## src/rtl/systolic_pkg.sv

```systemverilog
// Shared definitions for the 3x3 FP8 systolic multiplier: operand geometry,
// FP8 field layout and the operand feeder state encoding.
package systolic_pkg;
    localparam int unsigned DATA_W   = 8;
    localparam int unsigned N        = 3;

    localparam int unsigned SIGN_BIT = 7;
    localparam int unsigned EXP_MSB  = 6;
    localparam int unsigned EXP_LSB  = 4;
    localparam int unsigned MAN_W    = 4;
    localparam int unsigned EXP_BIAS = 3;
    localparam logic [7:0]  FP8_ONE  = 8'h30;

    typedef enum logic [2:0] {IDLE, LOAD, FEED, FLUSH, DONE} feeder_state_e;

    // Counter width for a counter that must hold values 0..range-1, never below 1 bit.
    function automatic int unsigned cnt_w(input int unsigned range);
        return (range <= 1) ? 1 : $clog2(range);
    endfunction
endpackage

```

## src/rtl/systolic_operand_feeder_if.sv

```systemverilog
// Control and operand bus between a matrix source and the systolic operand feeder.
interface systolic_operand_feeder_if import systolic_pkg::*; #(
    parameter int unsigned DATA_W = systolic_pkg::DATA_W,
    parameter int unsigned N      = systolic_pkg::N
);
    logic                  start;
    logic                  stall;
    logic [N*N*DATA_W-1:0] a_mat;
    logic [N*N*DATA_W-1:0] b_mat;
    logic [N*DATA_W-1:0]   a_west;
    logic [N*DATA_W-1:0]   b_north;
    logic                  pe_clear;
    logic                  feed_valid;
    logic                  busy;
    logic                  done;

    modport master (
        output start, stall, a_mat, b_mat,
        input  a_west, b_north, pe_clear, feed_valid, busy, done
    );

    modport slave (
        input  start, stall, a_mat, b_mat,
        output a_west, b_north, pe_clear, feed_valid, busy, done
    );
endinterface

```

## src/rtl/systolic_skew_mux.sv

```systemverilog
// Selects the diagonally skewed operand for one array lane at step t:
// row mode returns M[lane][t-lane], column mode returns M[t-lane][lane], else 0.
module systolic_skew_mux import systolic_pkg::*; #(
    parameter int unsigned DATA_W   = systolic_pkg::DATA_W,
    parameter int unsigned N        = systolic_pkg::N,
    parameter bit          COL_MODE = 1'b0,
    parameter int unsigned STEP_W   = cnt_w(2*N-1),
    parameter int unsigned LANE_W   = cnt_w(N)
) (
    input  logic [N*N*DATA_W-1:0] mat,
    input  logic [STEP_W-1:0]     step,
    input  logic [LANE_W-1:0]     lane,
    output logic [DATA_W-1:0]     operand
);
    int k;
    int idx;

    always_comb begin
        operand = '0;
        k       = int'(step) - int'(lane);
        idx     = 0;
        if (k >= 0 && k < int'(N)) begin
            idx     = COL_MODE ? (k * int'(N) + int'(lane)) : (int'(lane) * int'(N) + k);
            operand = mat[idx*DATA_W +: DATA_W];
        end
    end
endmodule

```

## src/rtl/systolic_operand_feeder.sv

```systemverilog
// Latches A/B operand matrices and streams them skewed into the west and north
// edges of an NxN systolic array, followed by flush cycles and a done pulse.
module systolic_operand_feeder import systolic_pkg::*; #(
    parameter int unsigned DATA_W       = systolic_pkg::DATA_W,
    parameter int unsigned N            = systolic_pkg::N,
    parameter int unsigned FLUSH_CYCLES = 3
) (
    input logic                     clk,
    input logic                     reset,
    systolic_operand_feeder_if.slave bus
);
    localparam int unsigned STEP_W  = cnt_w(2*N-1);
    localparam int unsigned FLUSH_W = cnt_w(FLUSH_CYCLES+1);
    localparam int unsigned LANE_W  = cnt_w(N);
    localparam logic [STEP_W-1:0]  LAST_STEP  = STEP_W'(2*N-2);
    localparam logic [FLUSH_W-1:0] LAST_FLUSH = FLUSH_W'((FLUSH_CYCLES == 0) ? 0 : FLUSH_CYCLES-1);

    feeder_state_e         state;
    logic [STEP_W-1:0]     step;
    logic [STEP_W-1:0]     mux_step;
    logic [FLUSH_W-1:0]    flush_cnt;
    logic [N*N*DATA_W-1:0] a_lat;
    logic [N*N*DATA_W-1:0] b_lat;
    logic [N*DATA_W-1:0]   a_skew;
    logic [N*DATA_W-1:0]   b_skew;

    // The muxes select the step about to be registered, so outputs line up with step.
    assign mux_step = (state == FEED) ? step + 1'b1 : '0;

    for (genvar i = 0; i < N; i++) begin : g_lane
        systolic_skew_mux #(
            .DATA_W(DATA_W), .N(N), .COL_MODE(1'b0), .STEP_W(STEP_W), .LANE_W(LANE_W)
        ) u_a_mux (
            .mat(a_lat), .step(mux_step), .lane(LANE_W'(i)), .operand(a_skew[i*DATA_W +: DATA_W])
        );
        systolic_skew_mux #(
            .DATA_W(DATA_W), .N(N), .COL_MODE(1'b1), .STEP_W(STEP_W), .LANE_W(LANE_W)
        ) u_b_mux (
            .mat(b_lat), .step(mux_step), .lane(LANE_W'(i)), .operand(b_skew[i*DATA_W +: DATA_W])
        );
    end

    always_ff @(posedge clk or negedge reset) begin
        if (!reset) begin
            state          <= IDLE;
            step           <= '0;
            flush_cnt      <= '0;
            a_lat          <= '0;
            b_lat          <= '0;
            bus.a_west     <= '0;
            bus.b_north    <= '0;
            bus.pe_clear   <= 1'b0;
            bus.feed_valid <= 1'b0;
            bus.busy       <= 1'b0;
            bus.done       <= 1'b0;
        end else begin
            bus.pe_clear   <= 1'b0;
            bus.feed_valid <= 1'b0;
            bus.done       <= 1'b0;
            unique case (state)
                IDLE: if (bus.start) begin
                    a_lat        <= bus.a_mat;
                    b_lat        <= bus.b_mat;
                    state        <= LOAD;
                    bus.pe_clear <= 1'b1;
                    bus.busy     <= 1'b1;
                end
                LOAD: begin
                    state          <= FEED;
                    step           <= '0;
                    bus.a_west     <= a_skew;
                    bus.b_north    <= b_skew;
                    bus.feed_valid <= 1'b1;
                end
                // A stalled cycle holds state, counters and data; feed_valid drops.
                FEED: if (!bus.stall) begin
                    if (step == LAST_STEP) begin
                        bus.a_west  <= '0;
                        bus.b_north <= '0;
                        if (FLUSH_CYCLES == 0) begin
                            state    <= DONE;
                            bus.done <= 1'b1;
                        end else begin
                            state          <= FLUSH;
                            flush_cnt      <= '0;
                            bus.feed_valid <= 1'b1;
                        end
                    end else begin
                        step           <= step + 1'b1;
                        bus.a_west     <= a_skew;
                        bus.b_north    <= b_skew;
                        bus.feed_valid <= 1'b1;
                    end
                end
                FLUSH: if (!bus.stall) begin
                    if (flush_cnt == LAST_FLUSH) begin
                        state    <= DONE;
                        bus.done <= 1'b1;
                    end else begin
                        flush_cnt      <= flush_cnt + 1'b1;
                        bus.feed_valid <= 1'b1;
                    end
                end
                DONE: begin
                    state    <= IDLE;
                    bus.busy <= 1'b0;
                end
                default: state <= IDLE;
            endcase
        end
    end
endmodule
```

## src/flat_wrapper.sv

```systemverilog
// flat-port wrapper written by rule: the top's interface ports become plain ports
module systolic_operand_feeder_flat import systolic_pkg::*;
#(
    parameter int unsigned DATA_W       = systolic_pkg::DATA_W,
    parameter int unsigned N            = systolic_pkg::N,
    parameter int unsigned FLUSH_CYCLES = 3
)
  (clk, reset, bus_start, bus_stall, bus_a_mat, bus_b_mat, bus_a_west, bus_b_north, bus_pe_clear, bus_feed_valid, bus_busy, bus_done);
  systolic_operand_feeder_if #(.DATA_W(DATA_W), .N(N)) bus_i ();
  input logic clk;
  input logic reset;
  input wire logic [$bits(bus_i.start)-1:0] bus_start;
  input wire logic [$bits(bus_i.stall)-1:0] bus_stall;
  input wire logic [$bits(bus_i.a_mat)-1:0] bus_a_mat;
  input wire logic [$bits(bus_i.b_mat)-1:0] bus_b_mat;
  output wire logic [$bits(bus_i.a_west)-1:0] bus_a_west;
  output wire logic [$bits(bus_i.b_north)-1:0] bus_b_north;
  output wire logic [$bits(bus_i.pe_clear)-1:0] bus_pe_clear;
  output wire logic [$bits(bus_i.feed_valid)-1:0] bus_feed_valid;
  output wire logic [$bits(bus_i.busy)-1:0] bus_busy;
  output wire logic [$bits(bus_i.done)-1:0] bus_done;
  assign bus_i.start = bus_start;
  assign bus_i.stall = bus_stall;
  assign bus_i.a_mat = bus_a_mat;
  assign bus_i.b_mat = bus_b_mat;
  assign bus_a_west = bus_i.a_west;
  assign bus_b_north = bus_i.b_north;
  assign bus_pe_clear = bus_i.pe_clear;
  assign bus_feed_valid = bus_i.feed_valid;
  assign bus_busy = bus_i.busy;
  assign bus_done = bus_i.done;
  systolic_operand_feeder #(.DATA_W(DATA_W), .N(N), .FLUSH_CYCLES(FLUSH_CYCLES)) u_core (.clk(clk), .reset(reset), .bus(bus_i));
endmodule
```

## config.mk

```make
export PLATFORM = sky130hd
export DESIGN_NAME = systolic_operand_feeder_flat
export DESIGN_NICKNAME = d
export VERILOG_FILES = /design/src/rtl/systolic_pkg.sv /design/src/rtl/systolic_operand_feeder_if.sv /design/src/rtl/systolic_skew_mux.sv /design/src/rtl/systolic_operand_feeder.sv /design/src/flat_wrapper.sv
export SDC_FILE = /design/constraint.sdc
export NUM_CORES = 1
export LEC_CHECK = 0
export BUFFER_PORTS_ARGS = -buffer_cell sky130_fd_sc_hd__clkbuf_2
export CORE_AREA = 4 4 173 175
export DETAILED_ROUTE_END_ITERATION = 12
export DIE_AREA = 0 0 177 179
export SYNTH_ARGS = -nofsm -noshare
export SYNTH_HDL_FRONTEND = slang
export SYNTH_SLANG_ARGS = --single-unit
```

## constraint.sdc

```tcl
create_clock -name clk -period 5 [get_ports clk]
set_input_delay 1 -clock clk [delete_from_list [all_inputs] [get_ports clk]]
set_output_delay 1 -clock clk [all_outputs]
set_load 0.02 [all_outputs]
```

==> results.txt, run 1 <==
The setup path with the least slack is of type flop to flop. The clock net in this run drives a total of 204 sinks. The clock transition at the register clock pins on the worst setup and hold paths after CTS is 0.06 ns, and the fraction of registers with async set or reset after synthesis is 100%. Detailed routing inserted a total of 7,936 vias.

After routing the design area is 0.0128 mm². The number of core rows is 62, and the total of buffers placed on input and output ports is 199. For the met1 track utilization from global routing, the log shows 28.2%.

The worst path needs 4.66 ns of the cycle, external delays included. The floorplan step defined a die boundary enclosing 0.0317 mm². The die is 179 µm tall. In this run the remaining antenna-violating nets after routing total 0.

The count of cell types in the netlist is 57, and the worst stage delay on the critical path is 0.79 ns. The cell area after synthesis was 0.0106 mm². The multi-input combinational cell area is 0.00518 mm².

The register bit total from synthesis is 204. The final core utilization is 45.0%, and the share of post-route cells with drive strength above 1 is 39.4%. Once the floorplan was initialized, standard cells occupied 37.3% of the core. The capturing element of the worst setup path is u_core.bus.b_north[20]. For this run the aggregate overflow at the end of global routing stands at 0. Setup repair after global routing left no endpoint under its margin. After detailed routing, the number of remaining DRC violations is 0. In the synthesized netlist the dominant register cell turns out to be sky130_fd_sc_hd__dfrtp_1.

In this run, synthesis inferred 0 flip-flops with an integrated enable. At the worst endpoint, the required time is 5.43 ns. After routing, the total negative slack on setup checks comes to 0 ns. Via count of the first global-routing pass: 7,849. In this run the horizontal extent of the chip is 177 µm.

The signal on the critical path passes through inv_1 > ha_1 > nand4bb_1 > ha_1 > inv_1 > xnor2_1 > ha_1 > ha_1 > inv_1 > mux4_2 > o221ai_1. Global routing's busiest layer: met2. The initial antenna violation count is 0, and the total number of H-tree levels is 1.

The tool flagged a number of max-cap violations equal to 0. The routed via count divided by cell count is 5.40. In this run, post-CTS hold repair placed 0 buffers. The run gives 1,238 as the final net count. STA classifies the critical path startpoint as a flop. The post-CTS setup buffer count is 0. TritonCTS created 24 clock buffers. Of the available clock period, the critical path in the final layout requires 93.1%. The run finished with clean final reports. TritonCTS built the clock tree. 200 I/O pins were placed. The layout has 2,669 filler cells. For the worst setup path, the data arrival time is 5.09 ns. Among all stages on the critical path, the largest delay is contributed by sky130_fd_sc_hd__xnor2_1. The sequential-to-total area share from yosys stat came out at 48.1%. The clock reaches the later pin of the worst-skew pair after 0.53 ns.

In this run the critical register-to-register path is launched from u_core.step[0]. The run gives 30.9 mm as the total wire length. In this run, post-CTS repair resized a total of 0 instances.

The detailed placement HPWL is 22.0 mm, and the average cell area after synthesis is 12.1 µm². In the global route stage, met3 resource usage came out at 3.44%. The critical-path maximum fanout works out to 15. The first TritonRoute pass finished after 5 iterations. The congestion estimate from routability-driven global placement came to 0.902.

CTS placed an instance of sky130_fd_sc_hd__clkbuf_16 at the clock tree root. The final worst clock skew came out at 0.0205 ns. The clock passes through at most 3 buffers. The placeable core region is 0.0285 mm². The tightest min-delay check is of the flop to flop type. Global routing consumed, over all layers together, 19.0% of the routing resources.

Global routing consumed, on the met2 layer, 29.1% of the routing resources. The run gives 0 as the final setup violation count. The worst reg2reg path depth was 11; the slew at the pin with the worst max-slew slack was 0.961 ns. The global-route wire length before repair is 47.1 mm, and the max-slew violation count is 0.

Derived from the worst setup path, the maximum achievable clock frequency is 215 MHz. In this design, the critical path's most frequently occurring cell is sky130_fd_sc_hd__ha_1. The Yosys step of the flow raised 0 warnings. In the final routed layout, each cell accounts on average for 21.0 µm. The tools report the instance area at placement as 0.0120 mm². The tools report the largest net degree at the start of global routing as 102. The net count of the mapped netlist is 1,050.

In this run the worst setup path begins at u_core.step[0]. The logs give 643 for the violation count after the first detailed-route iteration and 0 for the hold violation total from the final report. STA classifies the critical path endpoint as a flop. For flop-to-flop paths, the worst setup slack is 0.34 ns. The worst register-to-register path ends at u_core.bus.b_north[20].

The sequential cell area is 0.00510 mm², and the synthesis-to-finish area growth is 20.6%. Measured against its own limit, the worst slew margin works out to 35.5%. The cell count after synthesis came out at 880.

The repair_antennas step left the layout with diodes totalling 0.
==> synth_stat cells, drive strengths merged, types with 2 or more instances <==
cell type    n  area [µm²]
dfrtp      204        5100
mux2       140        1580
mux2i       79         791
nand2       77         289
o21ai       31         155
a21oi       29         153
clkbuf      29         109
inv         28         105
o22ai       26         163
o221ai      25         219
buf         24         139
ha          21         263
mux4        19         428
a22o        18         158
nand2b      13        81.3
nor2        11        41.3
xnor2       10        87.6
a2bb2oi      9        78.8
nor3b        8        60.1
nand3        7        35.0
a21o         6        45.0
a22oi        6        45.0
nor3         5        25.0
o211a        5        50.1
xor2         5        43.8
a221o        4        40.0
and2         4        25.0
o31ai        4        30.0
a211oi       3        27.5
nand4        3        18.8
nor2b        3        18.8
nor4         3        25.0
a31oi        2        12.5
a32oi        2        17.5
and3         2        12.5
or3b         2        17.5
==> flip-flops by register name (all words and copies together), names as in the netlist, 2 cells and up <==
register            flops
u_core.bus.a_west      24
u_core.b_lat           72
u_core.flush_cnt        2
u_core.a_lat           72
u_core.bus.b_north     24
u_core.state            3
u_core.step             3
==> metal layers <==
| layer | vias to the layer above | part of all wire [%] |
|---|---|---|
| li1 | 3641 | - |
| met1 | 3982 | 46 |
| met2 | 273 | 45 |
| met3 | 40 | 6.4 |
| met4 | 0 | 2.2 |
| met5 | - | 0 |
==> layout make-up <==
class,instances,share of cell area (%)
clock inverters,10,0.732
repair buffers,215,8.97
multi-input cells,594,40.4
flip-flops and latches,204,39.8
inverters,29,0.947
clock buffers,33,5.34
well taps,384,3.75
==> critical path: cells and delay by family (launching register included) <==
kind / cells / cell delay [ns]
xor+xnor: 1 / 0.79
compound gates: 1 / 0.19
buf+inv: 3 / 0.43
simple gates: 1 / 0.29
fa+ha+maj: 4 / 1.73
flops: 1 / 0.68
mux: 1 / 0.46
==> cells in the final DEF, fill, tap and decap left out, drive strengths merged, types with 6 or more instances in the layout <==
cell and instances:
nor2 11, ha 21, a22o 18, nand2 77
a21o 6, xnor2 10, buf 16, dfrtp 204
o221ai 25, nor3b 8, a22oi 6, clkinv 7
a21oi 29, clkbuf 232, a2bb2oi 9, o21ai 31
mux2 140, nand3 7, nand2b 13, mux4 19
mux2i 79, o22ai 26, inv 28
==> cells by family (layout without fill, tap and decap cells) <==
family	count (synthesis)	count (layout)	share of synthesized area [%]
multiplexers	238	238	26.3
flip-flops	204	204	48.1
AO/OA/AOI/OAI	175	175	11.6
AND/OR/NAND/NOR	144	144	6.61
buffers and inverters	82	287	3.47
adder cells (fa/ha/maj)	22	22	2.66
XOR/XNOR	15	15	1.24
==> stage by stage <==
stage / hold WS, ns / cells / setup slack (ns)
final: 0.487 / 1469 / 0.345
after global routing: 0.503 / 1469 / 0.00213
after CTS: 0.488 / 1469 / 0.334
after detailed placement: 0.474 / 1426 / 0.326
after global placement: 0.472 / 1426 / 0.571
after floorplan: 0.480 / 880 / 0.484
==> worst min-delay path by stage <==
stage / from / end / cells after the start
2_1_floorplan: u_core.a_lat[66] / u_core.bus.a_west[10] / 1
3_3_place_gp: u_core.bus.b_north[21] / u_core.bus.b_north[21] / 2
3_5_place_dp: u_core.bus.b_north[21] / u_core.bus.b_north[21] / 2
4_1_cts: u_core.bus.b_north[21] / u_core.bus.b_north[21] / 2
5_1_grt: u_core.bus.b_north[21] / u_core.bus.b_north[21] / 2
6_report: u_core.bus.b_north[13] / u_core.bus.b_north[13] / 2
Power of run 1 is not shown: default switching activity piles up to over one toggle a cycle in this logic, so the estimate is an artifact.
==> run 2, diff against run 1 <==
Settings changed: BUFFER_PORTS_ARGS -buffer_cell sky130_fd_sc_hd__clkbuf_2 to -buffer_cell sky130_fd_sc_hd__buf_2.
==> results.txt, run 2 (same netlist as run 1, synthesis figures left out) <==
The logs give 678 (+5.4%) for the violation count after the first detailed-route iteration and 204 (unchanged) for the number of sinks handled by clock tree synthesis. The total of buffers placed on input and output ports works out to 199 (unchanged). Part of the cycle the worst path needs: 89.8% (-3.4 points). The tools report the worst endpoint data arrival time as 4.91 ns (-0.18 ns). Setup repair after global routing left no endpoint under its margin. The run gives 200 (unchanged) as the I/O pin total. The max-slew violation count is 0 (unchanged), and the die boundary width is 177 µm (unchanged). The clock period minus final worst setup slack was 4.49 ns (-0.168 ns); the final antenna-violating net count was 0 (unchanged). The number of DRC violations after detailed routing was 0 (unchanged).

In this design, the critical path's most frequently occurring cell is sky130_fd_sc_hd__ha_1. Count of hold-fix buffers inserted at cts: 0 (unchanged). The routed via count divided by cell count was 5.41 (about the same). Among all stages on the critical path, the largest delay is contributed by sky130_fd_sc_hd__xnor2_1. The run gives 1 (+1) as the initial antenna violation count. For the data required time of the worst path, the log shows 5.42 ns (about the same). The worst stage delay on the critical path is 0.76 ns (-0.03 ns). The path class of the tightest hold or removal check is flop to flop.

The final setup violation count is 0 (unchanged), and the final net count is 1,238 (unchanged). The slew at the pin with the worst max-slew slack is 0.922 ns (-0.0391 ns), and the aggregate negative setup slack is 0 ns (unchanged). The total wire length was 30.8 mm (-0.23%). The detail-routed net length per standard cell is 21.0 µm (-0.16%). The most common cell after layout, fill and taps aside is sky130_fd_sc_hd__dfrtp_1. For the largest net degree at the start of global routing, the log shows 97 (-4.9%).

The setup path with the least slack is of type flop to flop. The sum of met3 wire segment lengths after detailed routing was 2.10 mm (+6.0%); the placeable core region was 0.0285 mm² (unchanged). The worst setup path is launched from a flop. For the number of core rows, the log shows 62 (unchanged). The count of inserted antenna diode cells was 0 (unchanged). For the via count of the first global-routing pass, the log shows 7,970 (+1.5%). The signal on the critical path passes through inv_1 > ha_1 > nand4bb_1 > ha_1 > inv_1 > xnor2_1 > ha_1 > ha_1 > inv_1 > mux4_2 > o221ai_1. The clock buffer count from CTS is 23 (-4.2%). The startpoint identified for the worst hold timing path is u_core.bus.b_north[22]. The number of cells traversed by the worst hold path was 2 (unchanged). The overall die height is 179 µm (unchanged), and the worst hold-check slack is 0.492 ns (+0.00533 ns).

Signal routing reaches up to met5. TritonCTS built the clock tree. The share of post-route cells with drive strength above 1 came out at 39.4% (about the same). The run gives 223 MHz (+3.7%) as the highest clock frequency the design can meet. The run gives 1 (unchanged) as the total number of H-tree levels.

The remaining global-route overflow was 0 (unchanged); the wire length the detailed router placed on met1 was 14.2 mm (-0.87%). Clock transition at the register clock pins on the worst setup and hold paths after CTS: 0.06 ns (about the same). Detailed placement HPWL: 22.2 mm (+0.70%). Hold violation total from the final report: 0 (unchanged). The top cell types in the final layout, fill and taps aside, are sky130_fd_sc_hd__dfrtp_1 (203), sky130_fd_sc_hd__buf_2 (198), sky130_fd_sc_hd__mux2_2 (140).

Relative to the synthesized area, the layout overhead comes to 20.4%. Total met2 wirelength after detailed routing: 13.8 mm (-0.82%). The clock latency reported for the late side of the worst-skew pair came out at 0.51 ns (-0.02 ns).

The global-route wire length before repair was 47.1 mm (about the same). The critical-path maximum fanout came out at 15 (unchanged). The max-capacitance violation count is 0 (unchanged), and the number of detailed-routing iterations run before antenna repair is 5 (unchanged).

The final worst clock skew came out at 0.00589 ns (-0.0146 ns). The global routing usage summed across all routing layers is 19.1% (+0.060 points). In the final layout, the registers with the most flip-flops are u_core.a_lat x72, u_core.b_lat x72.

The worst reg2reg path depth came out at 11 (unchanged). Maximum number of buffers from clock root to sink: 3 (unchanged). The CTS root buffer was sky130_fd_sc_hd__clkbuf_16. Effective utilization at floorplan: 37.3% (unchanged). The tools report the reg-to-reg startpoint as u_core.step[0].

The total die area was 0.0317 mm² (unchanged). The flow ran to the end, and the final reports show no timing, DRC or antenna violations. Start point of the critical path: u_core.step[0]. The type of element capturing the critical path is a flop.

Relative slew slack: 38.1% (+2.6 points). The tools report the via count of the routed design as 7,937 (+0.013%). For the weighted congestion reported at the end of routability-driven placement, the log shows 0.898 (-0.49%).
[run 2: cell count changes in the layout (fill, tap and decap cells not counted), moves of 2 or more]
| cell | before | now |
|---|---|---|
| sky130_fd_sc_hd__buf_2 | 0 | 198 |
| sky130_fd_sc_hd__buf_4 | 14 | 16 |
| sky130_fd_sc_hd__clkbuf_2 | 198 | 0 |
| sky130_fd_sc_hd__clkinvlp_4 | 3 | 0 |
[run 2: cell type report]
type / count / area, µm²
multi-input cells: 594 / 5180
well taps: 384 / 480
inverters: 29 / 121
fillers: 2651 / 15700
clock inverters: 9 / 98.8
clock buffers: 32 / 659
flip-flops and latches: 204 / 5110
repair buffers: 216 / 1140
[run 2: path summary, 6_finish.rpt]
path | to | slack (ns)
max in group asynchronous | u_core.b_lat[60] | 3.39
setup reg to reg | u_core.bus.b_north[20] | 0.51
hold / removal | u_core.bus.b_north[22] | 0.49
min in group asynchronous | u_core.a_lat[17] | 0.57
setup / recovery | u_core.bus.b_north[20] | 0.51
hold reg to reg | u_core.bus.b_north[22] | 0.49
[run 2: what timing repair did]
item,in CTS,in global routing
setup endpoints to repair,0,8
hold endpoints to repair,0,0
buffers inserted,0,0
gates resized for setup,0,1
[run 2: stage by stage]
step	setup slack [ns]	instances	area, µm²	utilization (%)
final	0.512	1468	12800	44.9
after global routing	0.151	1468	12800	44.9
after CTS	0.379	1468	12800	44.9
after detailed placement	0.393	1427	12000	42.3
after global placement	0.571	1427	12000	42.3
after floorplan	0.484	880	10600	-
[run 2: routing by layer]
metal / up-vias / global-route usage, %
met1: 3961 / 28.3
met2: 269 / 28.8
li1: 3655 / -
met3: 50 / 3.65
met4: 2 / 4.87
met5: - / 0
[run 2: critical path, delay by kind of cell, from the launching register on]
| family | cells | cell delay, ns |
|---|---|---|
| AOI/OAI and AO/OA | 1 | 0.19 |
| and+or+nand+nor | 1 | 0.30 |
| adders and majority gates | 4 | 1.72 |
| buffers and inverters | 3 | 0.40 |
| xor gates and xnor gates | 1 | 0.76 |
| muxes | 1 | 0.47 |
| DFF | 1 | 0.54 |
Power of run 2 is left out for the same reason.
